## config.mk

```make
export PLATFORM = sky130hd
export DESIGN_NAME = mdr_unit
export DESIGN_NICKNAME = d
export VERILOG_FILES = /design/src/rtl/cpu_pkg.sv /design/src/rtl/mdr_timeout_counter.sv /design/src/rtl/mdr_unit.sv
export SDC_FILE = /design/constraint.sdc
export NUM_CORES = 1
export LEC_CHECK = 0
export BUFFER_PORTS_ARGS = -buffer_cell sky130_fd_sc_hd__buf_2
export CORE_ASPECT_RATIO = 1.5
export CORE_UTILIZATION = 45
export DETAILED_ROUTE_END_ITERATION = 7
export HOLD_SLACK_MARGIN = 0.15
export PLACE_DENSITY = 0.86
export SKIP_CTS_REPAIR_TIMING = 1
export SYNTH_ARGS = -nofsm -noshare
export SYNTH_HDL_FRONTEND = slang
export SYNTH_HIERARCHICAL = 1
export SYNTH_SLANG_ARGS = --single-unit
export TNS_END_PERCENT = 10
```

## constraint.sdc

```tcl
create_clock -name clk -period 4.01 [get_ports clk]
set_input_delay 0.401 -clock clk [delete_from_list [all_inputs] [get_ports clk]]
set_output_delay 0.401 -clock clk [all_outputs]
set_load 0.01 [all_outputs]
```

## src/rtl/cpu_pkg.sv

```systemverilog
// rtl/cpu_pkg.sv - shared CPU datapath types and constants for the MDR slice
package cpu_pkg;

  localparam int DEFAULT_DATA_W = 32;
  localparam int MDR_BUS_IDX    = 21;

  typedef enum logic [1:0] {
    IDLE    = 2'd0,
    RD_WAIT = 2'd1,
    WR_WAIT = 2'd2
  } mdrState_t;

endpackage

```

## src/rtl/mdr_timeout_counter.sv

```systemverilog
// rtl/mdr_timeout_counter.sv - consecutive wait-state counter, used only with MDR_TIMEOUT_EN
module mdr_timeout_counter #(
  parameter int TIMEOUT_CYCLES = 16
) (
  input  logic clk,
  input  logic clear,
  input  logic run,
  output logic expired
);

  localparam int CNT_W = $clog2(TIMEOUT_CYCLES + 1);

  logic [CNT_W-1:0] count;

  // Restarts at zero on every pass through IDLE, so each transfer gets a full budget.
  always_ff @(posedge clk) begin
    if (clear || !run) begin
      count <= '0;
    end else begin
      count <= count + 1'b1;
    end
  end

  assign expired = run && (count == CNT_W'(TIMEOUT_CYCLES - 1));

endmodule

```

## src/rtl/mdr_unit.sv

```systemverilog
// rtl/mdr_unit.sv - memory data register with read/write handshake; MDR_TIMEOUT_EN adds wait-state abort
module mdr_unit
  import cpu_pkg::*;
#(
  parameter int DATA_W         = DEFAULT_DATA_W,
  parameter int TIMEOUT_CYCLES = 16
) (
  input  logic              clk,
  input  logic              clear,
  input  logic [DATA_W-1:0] BusMuxOut,
  input  logic              MDRin,
  input  logic              rd_start,
  input  logic              wr_start,
  output logic              mem_rd_req,
  output logic              mem_wr_req,
  input  logic              mem_ack,
  input  logic [DATA_W-1:0] mem_rdata,
  output logic [DATA_W-1:0] mem_wdata,
  output logic [DATA_W-1:0] BusMuxIn_MDR,
  output logic              busy,
  output logic              done,
  output logic              timeout_err
);

  mdrState_t         state, nextState;
  logic [DATA_W-1:0] mdr;
  logic              loadBus, loadRead, doneNext, abort, accept, expired;

  always_ff @(posedge clk) begin
    if (clear) begin
      state <= IDLE;
      mdr   <= '0;
      done  <= 1'b0;
    end else begin
      state <= nextState;
      done  <= doneNext;
      if (loadRead) begin
        mdr <= mem_rdata;
      end else if (loadBus) begin
        mdr <= BusMuxOut;
      end
    end
  end

  // Ack beats expiry so a late-but-valid completion is never thrown away.
  always_comb begin
    nextState = state;
    loadBus   = 1'b0;
    loadRead  = 1'b0;
    doneNext  = 1'b0;
    abort     = 1'b0;
    accept    = 1'b0;
    case (state)
      IDLE: begin
        if (rd_start) begin
          nextState = RD_WAIT;
          accept    = 1'b1;
        end else if (wr_start) begin
          nextState = WR_WAIT;
          accept    = 1'b1;
        end else if (MDRin) begin
          loadBus = 1'b1;
        end
      end
      RD_WAIT: begin
        if (mem_ack) begin
          nextState = IDLE;
          loadRead  = 1'b1;
          doneNext  = 1'b1;
        end else if (expired) begin
          nextState = IDLE;
          abort     = 1'b1;
        end
      end
      WR_WAIT: begin
        if (mem_ack) begin
          nextState = IDLE;
          doneNext  = 1'b1;
        end else if (expired) begin
          nextState = IDLE;
          abort     = 1'b1;
        end
      end
      default: nextState = IDLE;
    endcase
  end

  assign mem_rd_req   = (state == RD_WAIT);
  assign mem_wr_req   = (state == WR_WAIT);
  assign busy         = (state != IDLE);
  assign mem_wdata    = mdr;
  assign BusMuxIn_MDR = mdr;

`ifdef MDR_TIMEOUT_EN
  logic timeoutErr;

  mdr_timeout_counter #(
    .TIMEOUT_CYCLES(TIMEOUT_CYCLES)
  ) uTimeout (
    .clk    (clk),
    .clear  (clear),
    .run    (busy),
    .expired(expired)
  );

  always_ff @(posedge clk) begin
    if (clear || accept) begin
      timeoutErr <= 1'b0;
    end else if (abort) begin
      timeoutErr <= 1'b1;
    end
  end

  assign timeout_err = timeoutErr;
`else
  logic unusedCfg;

  assign expired     = 1'b0;
  assign timeout_err = 1'b0;
  assign unusedCfg   = (TIMEOUT_CYCLES != 0) ^ abort ^ accept;
`endif

endmodule

```

# Yosys cells after proc, flatten, opt, wreduce, memory -nomap -nowiden
# Cells that the tools add are included.
[word_totals] regBits=35 latchBits=0 ramBits=0 romBits=0 input_bits=70 wordCells=26 mem_count=0
[op_classes] add_sub_neg=0 mul=0 div_mod_pow=0 n_lt_le_gt_ge=0 n_eq_ne=4 shift=0 mux=12 n_bitwise=1 n_reduce_logical=6
[ops] cell="2-to-1 mux 32 bit" n=2
[ops] cell="2-to-1 mux 1 bit" n=6
[ops] cell="2-to-1 mux 2 bit" n=3
[ops] cell="one-hot mux 2 bit (2 select lines)" n=1
[ops] cell="nonzero test 2 bit" n=2
[ops] cell="OR reduction 2 bit" n=2
[ops] cell="inequality test 3 bit, second input constant" n=1
[ops] cell="== test 2 x 1 -> 1 bit, second input constant" n=1
[ops] cell="== test 2 bit, second input constant" n=1
[ops] cell="logical NOT 2 bit" n=1
[ops] cell="inequality test 2 x 1 -> 1 bit, second input constant" n=1
[ops] cell="AND reduction 2 bit" n=1
[ops] cell="NOT 1 bit" n=1

# Logic depth before layout (Yosys ltp)
[depth] ltp_word=6 mapped_depth=8 depth_no_buf=5

# Least setup slack after synthesis
# Ideal clock, no wire load.
[synth_timing] path_type="reg2reg" from="reg state[1]" to="reg mdr[18] (netlist: BusMuxIn_MDR[18])" setup_time_ps=134 arrival_time_ps=1484 required_ps=3876 setup_slack_ps=2392 path_stages_with_launch=8 n_path_buf=2 cell_sequence="dfxtp_1 -> inv_1 -> ha_1 -> and2_1 -> buf_2 -> buf_2 -> o31ai_1 -> a31oi_4"
[synth_between] elab_chain_len=3 elab_cells_between_ends=6
[synth_lines] item="start: declaration" line="mdr_unit.sv:25" source="mdrState_t state, nextState;"
[synth_lines] item="start signal: assignment" line="mdr_unit.sv:35" source="state <= nextState;"
[synth_lines] item="== test 2 x 1 -> 1 bit (*)"
[synth_lines] item="via mem_rd_req" line="mdr_unit.sv:14" source="output logic mem_rd_req,"
[synth_lines] item="2-to-1 mux 1 bit (*)" line="mdr_unit.sv:53" source="case (state)"
[synth_lines] item="2-to-1 mux 32 bit / nonzero test 2 bit (equally long branches)"
[synth_lines] item="end signal: assignment" line="mdr_unit.sv:38" source="mdr <= mem_rdata;"
[synth_lines] item="end signal: assignment" line="mdr_unit.sv:40" source="mdr <= BusMuxOut;"
[synth_lines] item="end: declaration" line="mdr_unit.sv:26" source="logic [DATA_W-1:0] mdr;"
# Mark *: on every way through the listed nets, which the timed path passes. The rest lies on a longest branch.
# A chain may end at the register's enable or synchronous reset.

# Worst setup path after layout
[layout_timing] from="reg state[1]" to="reg mdr[14] (netlist: BusMuxIn_MDR[14])"
[layout_between] elab_chain_len=3 elab_cells_between_ends=6
[layout_lines] item="== test 2 x 1 -> 1 bit / logical NOT 2 bit (equally long branches)" line="mdr_unit.sv:53"
[layout_lines] item="2-to-1 mux 1 bit" line="mdr_unit.sv:53"
[layout_lines] item="2-to-1 mux 32 bit / nonzero test 2 bit (equally long branches)"
# Parallel ways exist; a longest one is shown, timed or not.

==> run summary <==
Status: finished, violations left
Failing checks: design-rule violations
Power Total: 0.000953 W
Die span in y: 84.6 um
Initial antenna violation count: 0
Routed wire length: 4.96 mm
Critical Path AT: 2.46 ns
Max Root-Sink Buffers: 2
Top cells by count, synth: nand2_1, dfxtp_1, buf_4
Vias in the first global route: 1840
Setup WS post-layout: 1.65 ns
Count of cell types in the netlist: 23
Worst Setup SP: state[1]$_SDFFE_PP0P_
Synth top area cells: dfxtp_1, buf_4, nand2_1
Worst setup path category: reg -> reg
Yosys top cell by area: dfxtp_1
Worst Hold Class: in -> reg
Syn avg cell area: 8.60 sq um
CP required: 4.11 ns
R2R cell count: 5
Crit path max fanout: 32
Min Tclk post-route: 2.36 ns
Drt initial violations: 137
Max IR drop VDD: 246 uV
Critical Path Sink: BusMuxIn_MDR[14]$_SDFFE_PP0P_
Via density: 5.16
Main synth FF type: dfxtp_1
Yosys top cell area share: 34.2%
Setup violators final: 0
Via count: 1942
First-pass GRT wire length: 8.01 mm
Synth Area in Simple Gates: 14.5%
DIE WIDTH: 57.1 um
Leak: 1.38 nW
Clk slew on worst S/H paths: 0.07 ns
CORE AREA: 4280 sq um
Worst slew pin tran: 1.04 ns
Post-synthesis register bit count: 35
Fmax: 0.425 GHz
Nature of the critical path endpoint: register
Fin. Hold Viols: 0
Layout area overhead: 23.7%
TritonCTS clock tree: built
Mapped Nets: 311
Inserted Clock Buffers: 5
TritonCTS Sinks: 35
Largest net degree at the start of global routing: 35
# diodes: 0
Clock latency on the worst-skew pair: 0.28 ns
Overall Global Routing Usage: 20.9%
Gpl congestion: 0.761
CTS root buf: clkbuf_8
Count leader, synth: nand2_1
Relative slew slack: 30.5%
Post-synthesis sequential area ratio: 34.2%
WL/cell: 13.2 um
EDFF count, synth: 0
DR pass1 iterations: 6
Overflow after GRT: 0
DP Worst Slack: 1.66 ns
RR Endpoint: BusMuxIn_MDR[14]$_SDFFE_PP0P_
Crit start category: register
Multiplexer area fraction after synthesis: 0%
IO buf count: 137
# IOs: 139
Synth Area in Compound Gates: 30.1%
Synth Area in XOR/XNOR: 0%
Largest family of logic cells by synthesized area: compound AO/OA/AOI/OAI gates
Worst Skew: 0.00304 ns
Fin util: 59.1%
Nets@finish: 403
Final routed DRC violation total: 18
Row count: 29
Synth Warn #: 6
Die ar.: 4830 sq um
Cell count after synthesis: 238
Starting Density: 47.8%
Ys async rst share: 0%
MaxCap Viol Count: 0
DP HPWL: 3.47 mm
Antenna Violating Nets Remaining: 0
Post-Synth Adder-Cell Area: 1.83%
RSZ-0062 raised after global routing: no
Fin crit share: 58.7%
Setup TNS: 0 ns
RR Startpoint: state[1]$_SDFFE_PP0P_
Post-synth design cell area: 2050 sq um
Fraction of layout cells with a size suffix above 1: 48.2%
Fillers: 391
Max-slew violations: 0
CTS H-tree depth: 2
Power per Cell Area: 377 nW/um^2
Reg2reg setup slack: 1.65 ns
[power by group]
part / switching (W) / internal, W / total [W] / leakage, nW
Clock: 0.000118 / 0.000135 / 0.000252 / 0.0470
Sequential: 0.0000261 / 0.000386 / 0.000412 / 0.287
Combinational: 0.000163 / 0.000126 / 0.000289 / 1.04
[cell usage in the layout (no fill, tap or decap), types with 2 or more instances in the layout]
cell type,count
o31ai_1,32
nand2b_1,2
clkbuf_8,6
buf_4,2
a31oi_1,22
buf_2,137
ha_1,3
inv_1,4
a21o_1,2
and3_1,2
a31oi_4,10
dfxtp_1,35
nand2_1,65
[cell families (layout without fill, tap and decap cells)]
family	Yosys count	after routing
buffers and inverters	58	150
other	1	1
AOI/OAI and AO/OA	68	68
and+or+nand+nor	73	73
DFF	35	35
adders and majority gates	3	3
[state kept, by name, indices dropped and copies added, names as in the netlist]
register	flops
BusMuxIn_MDR	32
done	1
state	2
[critical path: stages, from the launching register on]
cell and delay, ns:
dfxtp_1 0.33, inv_1 0.08, ha_1 0.18, and2_2 0.53, or2_2 0.84, a31oi_1 0.20
[metal layers]
layer	wire (um)	vias up	share of wire, %	track usage [%]
met3	307	13	6.2	3.70
met2	2620	88	53	36.9
met5	0	-	0	0
li1	-	975	-	-
met4	148	0	3.0	12.2
met1	1880	866	38	22.8
[how the worst min path moves through the flow]
| stage | from | to | slack, ns | cells after the start |
|---|---|---|---|---|
| detailed placement | BusMuxIn_MDR[5]$_SDFFE_PP0P_ | BusMuxIn_MDR[5]$_SDFFE_PP0P_ | 0.57 | 2 |
| floorplan | clear | state[0]$_SDFFE_PP0P_ | 0.47 | 1 |
| CTS | clear | state[0]$_SDFFE_PP0P_ | 0.28 | 2 |
| finish | clear | state[0]$_SDFFE_PP0P_ | 0.29 | 2 |
| global placement | BusMuxIn_MDR[5]$_SDFFE_PP0P_ | BusMuxIn_MDR[5]$_SDFFE_PP0P_ | 0.55 | 2 |
| global route | clear | state[0]$_SDFFE_PP0P_ | 0.28 | 2 |
[metrics by stage]
step / cells / cell area, sq um / hold WS [ns]
floorplan: 238 / 2050 / 0.470
detailed placement: 369 / 2440 / 0.567
CTS: 376 / 2530 / 0.276
finish: 376 / 2530 / 0.290
global route: 376 / 2530 / 0.281
global placement: 369 / 2440 / 0.555
[cell type report]
cell class	count	area (sq um)	share of cell area [%]
clock buffers	6	82.6	3.26
repair buffers	139	701	27.7
flip-flops and latches	35	701	27.7
multi-input cells	145	970	38.3
inverters	4	15.0	0.593
clock inverters	1	5.00	0.198
well taps	46	57.6	2.27
Note: power is estimated with default switching activity, not from simulation.
